[src/rtl/pwm_capture.sv]
// pwm_capture: measures an incoming PWM waveform.
//   periodOut = cycles between consecutive rising edges of the conditioned input
//   activeOut = cycles the conditioned input was high within that period
//   captureValid pulses for one cycle whenever both outputs update.
//   timeout is a level that rises when no edge arrives within 2^W-1 cycles.
// Optional feature: define PWM_CAPTURE_FILTER_EN to insert a glitch filter that
// only lets the conditioned level change after FILT_LEN identical samples.
// Without the macro the conditioned level is simply the synchronized input.
module pwm_capture #(
  parameter int W        = 16,
  parameter int FILT_LEN = 4
) (
  input  logic         clock,
  input  logic         reset,
  input  logic         enable,
  input  logic         pwmIn,
  output logic [W-1:0] periodOut,
  output logic [W-1:0] activeOut,
  output logic         captureValid,
  output logic         timeout
);

  // Saturation point of the period counter; reaching it without an edge is a timeout.
  localparam logic [W-1:0] CNT_MAX = '1;
  localparam logic [W-1:0] CNT_ONE = {{(W-1){1'b0}}, 1'b1};

  typedef enum logic [1:0] {
    IDLE    = 2'd0,
    MEASURE = 2'd1,
    TIMEOUT = 2'd2
  } state_t;

  logic   s1;
  logic   s2;
  logic   lvl;
  logic   lvl_d;
  logic   rise;
  state_t state;
  logic [W-1:0] period_cnt;
  logic [W-1:0] active_cnt;

  // Two-flop synchronizer for the asynchronous input; keeps sampling even when disabled.
  always_ff @(posedge clock) begin
    if (reset) begin
      s1 <= 1'b0;
      s2 <= 1'b0;
    end else begin
      s1 <= pwmIn;
      s2 <= s1;
    end
  end

`ifdef PWM_CAPTURE_FILTER_EN
  // Counter width must hold values up to FILT_LEN-1.
  localparam int FW = (FILT_LEN < 2) ? 1 : $clog2(FILT_LEN);
  localparam logic [FW-1:0] FILT_LAST = FW'(FILT_LEN - 1);

  logic [FW-1:0] filt_cnt;
  logic          filt_lvl;

  // Glitch filter: accept a new level only after FILT_LEN consecutive samples disagree with the current one.
  always_ff @(posedge clock) begin
    if (reset) begin
      filt_cnt <= '0;
      filt_lvl <= 1'b0;
    end else if (s2 == filt_lvl) begin
      filt_cnt <= '0;
    end else if (filt_cnt == FILT_LAST) begin
      filt_lvl <= s2;
      filt_cnt <= '0;
    end else begin
      filt_cnt <= filt_cnt + 1'b1;
    end
  end

  assign lvl = filt_lvl;
`else
  assign lvl = s2;
`endif

  // One-cycle delayed copy of the conditioned level for edge detection.
  always_ff @(posedge clock) begin
    if (reset) begin
      lvl_d <= 1'b0;
    end else begin
      lvl_d <= lvl;
    end
  end

  assign rise = lvl & ~lvl_d;

  // Measurement FSM: counts period and high time between rises, captures on each rise,
  // and parks in TIMEOUT if the period counter saturates before the next rise.
  always_ff @(posedge clock) begin
    if (reset) begin
      state        <= IDLE;
      period_cnt   <= '0;
      active_cnt   <= '0;
      periodOut    <= '0;
      activeOut    <= '0;
      captureValid <= 1'b0;
      timeout      <= 1'b0;
    end else begin
      captureValid <= 1'b0;
      if (!enable) begin
        // Abandon any measurement in progress; the last results stay visible.
        state      <= IDLE;
        period_cnt <= '0;
        active_cnt <= '0;
        timeout    <= 1'b0;
      end else begin
        case (state)
          IDLE: begin
            // First rise only opens a measurement window; nothing to report yet.
            if (rise) begin
              state      <= MEASURE;
              period_cnt <= CNT_ONE;
              active_cnt <= CNT_ONE;
            end
          end
          MEASURE: begin
            if (rise) begin
              // A rise wins over the timeout threshold in the same cycle.
              periodOut    <= period_cnt;
              activeOut    <= active_cnt;
              captureValid <= 1'b1;
              period_cnt   <= CNT_ONE;
              active_cnt   <= CNT_ONE;
            end else if (period_cnt == CNT_MAX) begin
              state   <= TIMEOUT;
              timeout <= 1'b1;
            end else begin
              period_cnt <= period_cnt + CNT_ONE;
              active_cnt <= active_cnt + {{(W-1){1'b0}}, lvl};
            end
          end
          TIMEOUT: begin
            // Counters stay frozen; a fresh rise restarts measurement without a capture.
            if (rise) begin
              state      <= MEASURE;
              period_cnt <= CNT_ONE;
              active_cnt <= CNT_ONE;
              timeout    <= 1'b0;
            end
          end
          default: begin
            state      <= IDLE;
            period_cnt <= '0;
            active_cnt <= '0;
            timeout    <= 1'b0;
          end
        endcase
      end
    end
  end

endmodule

[config.mk]
export PLATFORM = sky130hd
export DESIGN_NAME = pwm_capture
export DESIGN_NICKNAME = d
export VERILOG_FILES = /design/src/rtl/pwm_capture.sv
export SDC_FILE = /design/constraint.sdc
export NUM_CORES = 1
export LEC_CHECK = 0
export CAP_MARGIN = 40
export CORE_AREA = 2 2 58 115
export CTS_CLUSTER_DIAMETER = 100
export CTS_CLUSTER_SIZE = 10
export DETAILED_ROUTE_END_ITERATION = 6
export DIE_AREA = 0 0 60 117
export DONT_BUFFER_PORTS = 1
export PLACE_DENSITY = 0.7
export SLEW_MARGIN = 15
export SYNTH_ARGS = -nofsm -noshare
export SYNTH_HDL_FRONTEND = slang
export SYNTH_SLANG_ARGS = --single-unit
[constraint.sdc]
create_clock -name clock -period 4.4 [get_ports clock]
set_input_delay 1.32 -clock clock [delete_from_list [all_inputs] [get_ports clock]]
set_output_delay 1.32 -clock clock [all_outputs]
set_load 0.1 [all_outputs]
==> impl_results.html <==
<table>
<tr><th>Metric</th><th>Value</th></tr>
<tr><th colspan="2">Run status</th></tr>
<tr><td>Outcome</td><td>finished clean</td></tr>
<tr><th colspan="2">Floorplanning</th></tr>
<tr><td>I/O pin count</td><td>38</td></tr>
<tr><td>Die X</td><td>60 µm</td></tr>
<tr><td>Initial Utilization</td><td>0.491</td></tr>
<tr><td>Area of the core</td><td>0.00621 mm²</td></tr>
<tr><td>Die extent in y</td><td>117 µm</td></tr>
<tr><td>DIE AREA</td><td>0.00702 mm²</td></tr>
<tr><td>Standard-cell rows</td><td>41</td></tr>
<tr><th colspan="2">STA</th></tr>
<tr><td>Final hold violation count</td><td>0</td></tr>
<tr><td>Final sum of negative setup slack</td><td>0 ns</td></tr>
<tr><td>Final period utilization</td><td>0.727</td></tr>
<tr><td>Setup repair after global routing missed its margin</td><td>no</td></tr>
<tr><td>Final min period</td><td>3.20 ns</td></tr>
<tr><td>Tightest Pin Transition</td><td>0.929 ns</td></tr>
<tr><td>Count of final max-slew check failures</td><td>0</td></tr>
<tr><td>Setup Viol. Count Final</td><td>0</td></tr>
<tr><td>Highest attainable clock frequency</td><td>0.313 GHz</td></tr>
<tr><td>Setup skew after layout</td><td>0.00663 ns</td></tr>
<tr><td>Remaining max-slew budget at the tightest pin</td><td>0.381</td></tr>
<tr><th colspan="2">Drt</th></tr>
<tr><td>Vias</td><td>2857</td></tr>
<tr><td>Drt first-iter violations</td><td>181</td></tr>
<tr><td>Average wire length per cell after detail routing</td><td>15.5 µm</td></tr>
<tr><td>Final ANT Viol Nets</td><td>0</td></tr>
<tr><td>Detailed Route WL</td><td>7680 µm</td></tr>
<tr><td>Post-route DRC violation count</td><td>0</td></tr>
<tr><td>Total iterations of the first detailed-routing run</td><td>5</td></tr>
<tr><td>Detailed-route vias per instance</td><td>5.78</td></tr>
<tr><th colspan="2">GRT</th></tr>
<tr><td>Maximum number of pins on one net before global-route repair</td><td>39</td></tr>
<tr><td>Number of antenna violations at the first check in global routing</td><td>0</td></tr>
<tr><td>Sum of overflow across all layers after global routing</td><td>0</td></tr>
<tr><td>Vias in the first global route</td><td>2739</td></tr>
<tr><td>GRT Overall Usage</td><td>0.246</td></tr>
<tr><td>Global-route wire length before repair</td><td>12800 µm</td></tr>
<tr><th colspan="2">Pwr</th></tr>
<tr><td>Power density over cell area</td><td>354 mW/mm²</td></tr>
<tr><td>Internal power of the cells</td><td>1.10 mW</td></tr>
<tr><td>Comb power frac</td><td>0.018</td></tr>
<tr><td>Max IR drop VDD</td><td>304 µV</td></tr>
<tr><td>Flop pwr share</td><td>0.469</td></tr>
<tr><td>Standby leakage power</td><td>1.34 nW</td></tr>
<tr><td>Pwr Total</td><td>1.38 mW</td></tr>
<tr><td>Sw Ratio</td><td>0.202</td></tr>
<tr><td>Clk pwr share</td><td>0.513</td></tr>
<tr><td>Power dissipated by switching net loads</td><td>0.279 mW</td></tr>
<tr><th colspan="2">Final layout</th></tr>
<tr><td>Most common library cell in the layout ignoring fill and taps</td><td>sky130_fd_sc_hd__nand2_1</td></tr>
<tr><td>Flip-flop and latch area</td><td>0.00142 mm²</td></tr>
<tr><td>Layout overhead on the synthesized area</td><td>28.0%</td></tr>
<tr><td>Area of the multi-input gates</td><td>0.00153 mm²</td></tr>
<tr><td>Share of cells above drive strength 1</td><td>0.140</td></tr>
<tr><td>Count of fill cells added during filler insertion</td><td>532</td></tr>
<tr><td>Leading cell types in the layout, fill and taps excluded</td><td>81 x sky130_fd_sc_hd__nand2_1, 71 x sky130_fd_sc_hd__dfxtp_1, 47 x sky130_fd_sc_hd__a21oi_1</td></tr>
<tr><td>Number of antenna repair diodes</td><td>0</td></tr>
<tr><td>Net count, final</td><td>410</td></tr>
<tr><th colspan="2">Setup path</th></tr>
<tr><td>Beginning of the worst register-to-register path</td><td>state[0]$_SDFFE_PP0P_</td></tr>
<tr><td>Endpoint kind of the worst setup timing path</td><td>flip-flop</td></tr>
<tr><td>CP Cell Sequence</td><td>nor2b_1, nand3_2, a21oi_1, a21oi_1, o21ai_0</td></tr>
<tr><td>Worst r2r path cells</td><td>5</td></tr>
<tr><td>Crit path max fanout</td><td>17</td></tr>
<tr><td>Critical path required time</td><td>4.66 ns</td></tr>
<tr><td>Slowest cell delay on critical path</td><td>0.88 ns</td></tr>
<tr><td>Start point of the critical path</td><td>enable</td></tr>
<tr><td>Category of the worst setup path launch point</td><td>primary input</td></tr>
<tr><td>Slowest CP cell</td><td>sky130_fd_sc_hd__a21oi_1</td></tr>
<tr><td>Type of the worst setup path</td><td>in -&gt; reg</td></tr>
<tr><td>Critical Path Most Common Cell</td><td>sky130_fd_sc_hd__a21oi_1</td></tr>
<tr><td>Data arrival time of the worst path</td><td>3.46 ns</td></tr>
<tr><th colspan="2">Clock network</th></tr>
<tr><td>Cts-stage hold buffer count</td><td>0</td></tr>
<tr><td>Resized Gates After CTS</td><td>0</td></tr>
<tr><td>Clock slew at the register clock pins of the worst setup and hold paths</td><td>0.06 ns</td></tr>
<tr><td>Level count of the clock H-tree</td><td>3</td></tr>
<tr><td>Clk_lat worst skew</td><td>0.34 ns</td></tr>
<tr><td>CTS tree</td><td>yes</td></tr>
<tr><td>Number of clock buffers inserted by TritonCTS</td><td>9</td></tr>
<tr><td>Clock Sinks</td><td>71</td></tr>
<tr><td>Number of setup buffers added after CTS</td><td>0</td></tr>
<tr><td>Root Buffer Master</td><td>sky130_fd_sc_hd__clkbuf_16</td></tr>
<tr><td>Largest buffer count on any clock path</td><td>2</td></tr>
<tr><th colspan="2">Yosys</th></tr>
<tr><td>Count of yosys warnings during synthesis</td><td>0</td></tr>
<tr><td>Dominant combinational cell family by area after synthesis</td><td>simple AND/OR/NAND/NOR gates</td></tr>
<tr><td>Area share of fa/ha/maj cells after synthesis</td><td>0.0123</td></tr>
<tr><td>Post-synthesis simple-gate area fraction</td><td>0.259</td></tr>
<tr><td>Post-synth EDFFs</td><td>0</td></tr>
<tr><td>Multiplexer share of the synthesized area</td><td>0.00328</td></tr>
<tr><td>Number of distinct library cell variants in the gate-level netlist after synthesis</td><td>42</td></tr>
<tr><td>Sequential area share after synthesis</td><td>0.466</td></tr>
<tr><td>Total of flip-flops plus latches after synthesis</td><td>71</td></tr>
<tr><td>Xor and xnor fraction of the mapped netlist area</td><td>0</td></tr>
<tr><td>Main synth FF type</td><td>sky130_fd_sc_hd__dfxtp_1</td></tr>
<tr><td>Cell area after synthesis</td><td>0.00305 mm²</td></tr>
<tr><td>Share of the synthesized area in compound gates (AO/OA/AOI/OAI)</td><td>0.227</td></tr>
<tr><td>Synthesized net count</td><td>383</td></tr>
<tr><td>Post-Synthesis Cells</td><td>376</td></tr>
<tr><td>Average size of a mapped cell</td><td>8.11 µm²</td></tr>
<tr><td>Post-synth ARST share</td><td>0</td></tr>
<tr><th colspan="2">Min path</th></tr>
<tr><td>Depth of the worst hold-timing path</td><td>1</td></tr>
<tr><td>Hold Path Origin</td><td>s1$_SDFF_PP0_</td></tr>
<tr><td>Worst hold path class</td><td>reg -&gt; reg</td></tr>
<tr><th colspan="2">Placed design</th></tr>
<tr><td>Global placement routability congestion</td><td>0.898</td></tr>
<tr><td>Half-perimeter wire length after placement</td><td>5320 µm</td></tr>
<tr><td>Port Buffer Count</td><td>0</td></tr>
<tr><th colspan="2">Flow run</th></tr>
<tr><td>Max capacitance violation total</td><td>0</td></tr>
</table>
path summary, 6_finish.rpt:
path                                                     to  slack, ns
worst min register to register               lvl$_SDFF_PP0_       0.45
worst min-delay path                         lvl$_SDFF_PP0_       0.45
worst max register to register  period_cnt[11]$_SDFFE_PP0P_       1.91
worst max-delay path            period_cnt[11]$_SDFFE_PP0P_       1.20
registers in the layout, summed over array words and instances (netlist names):
register,cells
periodOut,16
timeout,1
active_cnt,16
lvl,1
lvl_d,1
activeOut,16
s1,1
captureValid,1
period_cnt,16
state,2
Yosys cell counts (4+ instances only):
cell type / number / area [µm²]
sky130_fd_sc_hd__and3_1: 8 / 50.1
sky130_fd_sc_hd__nand3_1: 17 / 85.1
sky130_fd_sc_hd__nand4_1: 10 / 62.6
sky130_fd_sc_hd__nand2b_1: 5 / 31.3
sky130_fd_sc_hd__or3_1: 6 / 37.5
sky130_fd_sc_hd__nor2_1: 12 / 45.0
sky130_fd_sc_hd__o31ai_1: 8 / 60.1
sky130_fd_sc_hd__o21ai_0: 28 / 140
sky130_fd_sc_hd__nor3_1: 4 / 20.0
sky130_fd_sc_hd__nand2_1: 81 / 304
sky130_fd_sc_hd__a21oi_1: 47 / 235
sky130_fd_sc_hd__and2_1: 5 / 31.3
sky130_fd_sc_hd__clkbuf_1: 18 / 67.6
sky130_fd_sc_hd__dfxtp_1: 71 / 1420
sky130_fd_sc_hd__a31oi_1: 8 / 50.1
sky130_fd_sc_hd__o211ai_1: 6 / 45.0
sky130_fd_sc_hd__nor2b_1: 6 / 37.5
layout make-up:
cell class | instances | share of cell area
timing repair buffer | 36 | 0.140
tap | 86 | 0.0276
sequential | 71 | 0.364
clock buffer | 12 | 0.0631
inverter | 3 | 0.00288
multi-input combinational | 282 | 0.391
clock inverter | 4 | 0.0115
critical path: cells and delay by family:
family / cells / cell delay, ns
compound gates: 3 / 1.24
simple gates: 2 / 0.89
metal layers:
| metal | up-vias | wire, µm | GRT usage | part of all wire |
|---|---|---|---|---|
| li1 | 1403 | - | - | - |
| met1 | 1352 | 3150 | 0.292 | 0.41 |
| met2 | 88 | 3960 | 0.392 | 0.52 |
| met3 | 14 | 391 | 0.0714 | 0.051 |
| met4 | 0 | 182 | 0.126 | 0.024 |
| met5 | - | 0 | 0 | 0 |
stage by stage:
step / hold slack, ns / setup WS, ns / area [µm²] / util / std cells
detailed placement: 0.433 / 0.932 / 3610 / 0.582 / 478
floorplan: 0.414 / 1.71 / 3050 / - / 376
global placement: 0.422 / 1.05 / 3070 / 0.495 / 443
CTS: 0.445 / 1.25 / 3900 / 0.629 / 494
finish: 0.446 / 1.20 / 3900 / 0.629 / 494
global route: 0.469 / 0.991 / 3900 / 0.629 / 494
logic make-up (layout without fill, tap and decap cells):
kind of cell    Yosys count  in the layout
flops                    71             71
fa+ha+maj                 3              3
simple gates            164            164
buf+inv                  23             55
mux                       1              1
compound gates          114            114
power by group through the flow:
stage | combinational [mW] | sequential (mW) | clock [mW]
detailed placement | 0.0245 | 0.661 | 0
global placement | 0.0236 | 0.661 | 0
global route | 0.0271 | 0.647 | 0.750
finish | 0.0250 | 0.647 | 0.709
floorplan | 0.0235 | 0.660 | 0
CTS | 0.0245 | 0.647 | 0.718
Note: power is estimated with default switching activity, not from simulation.
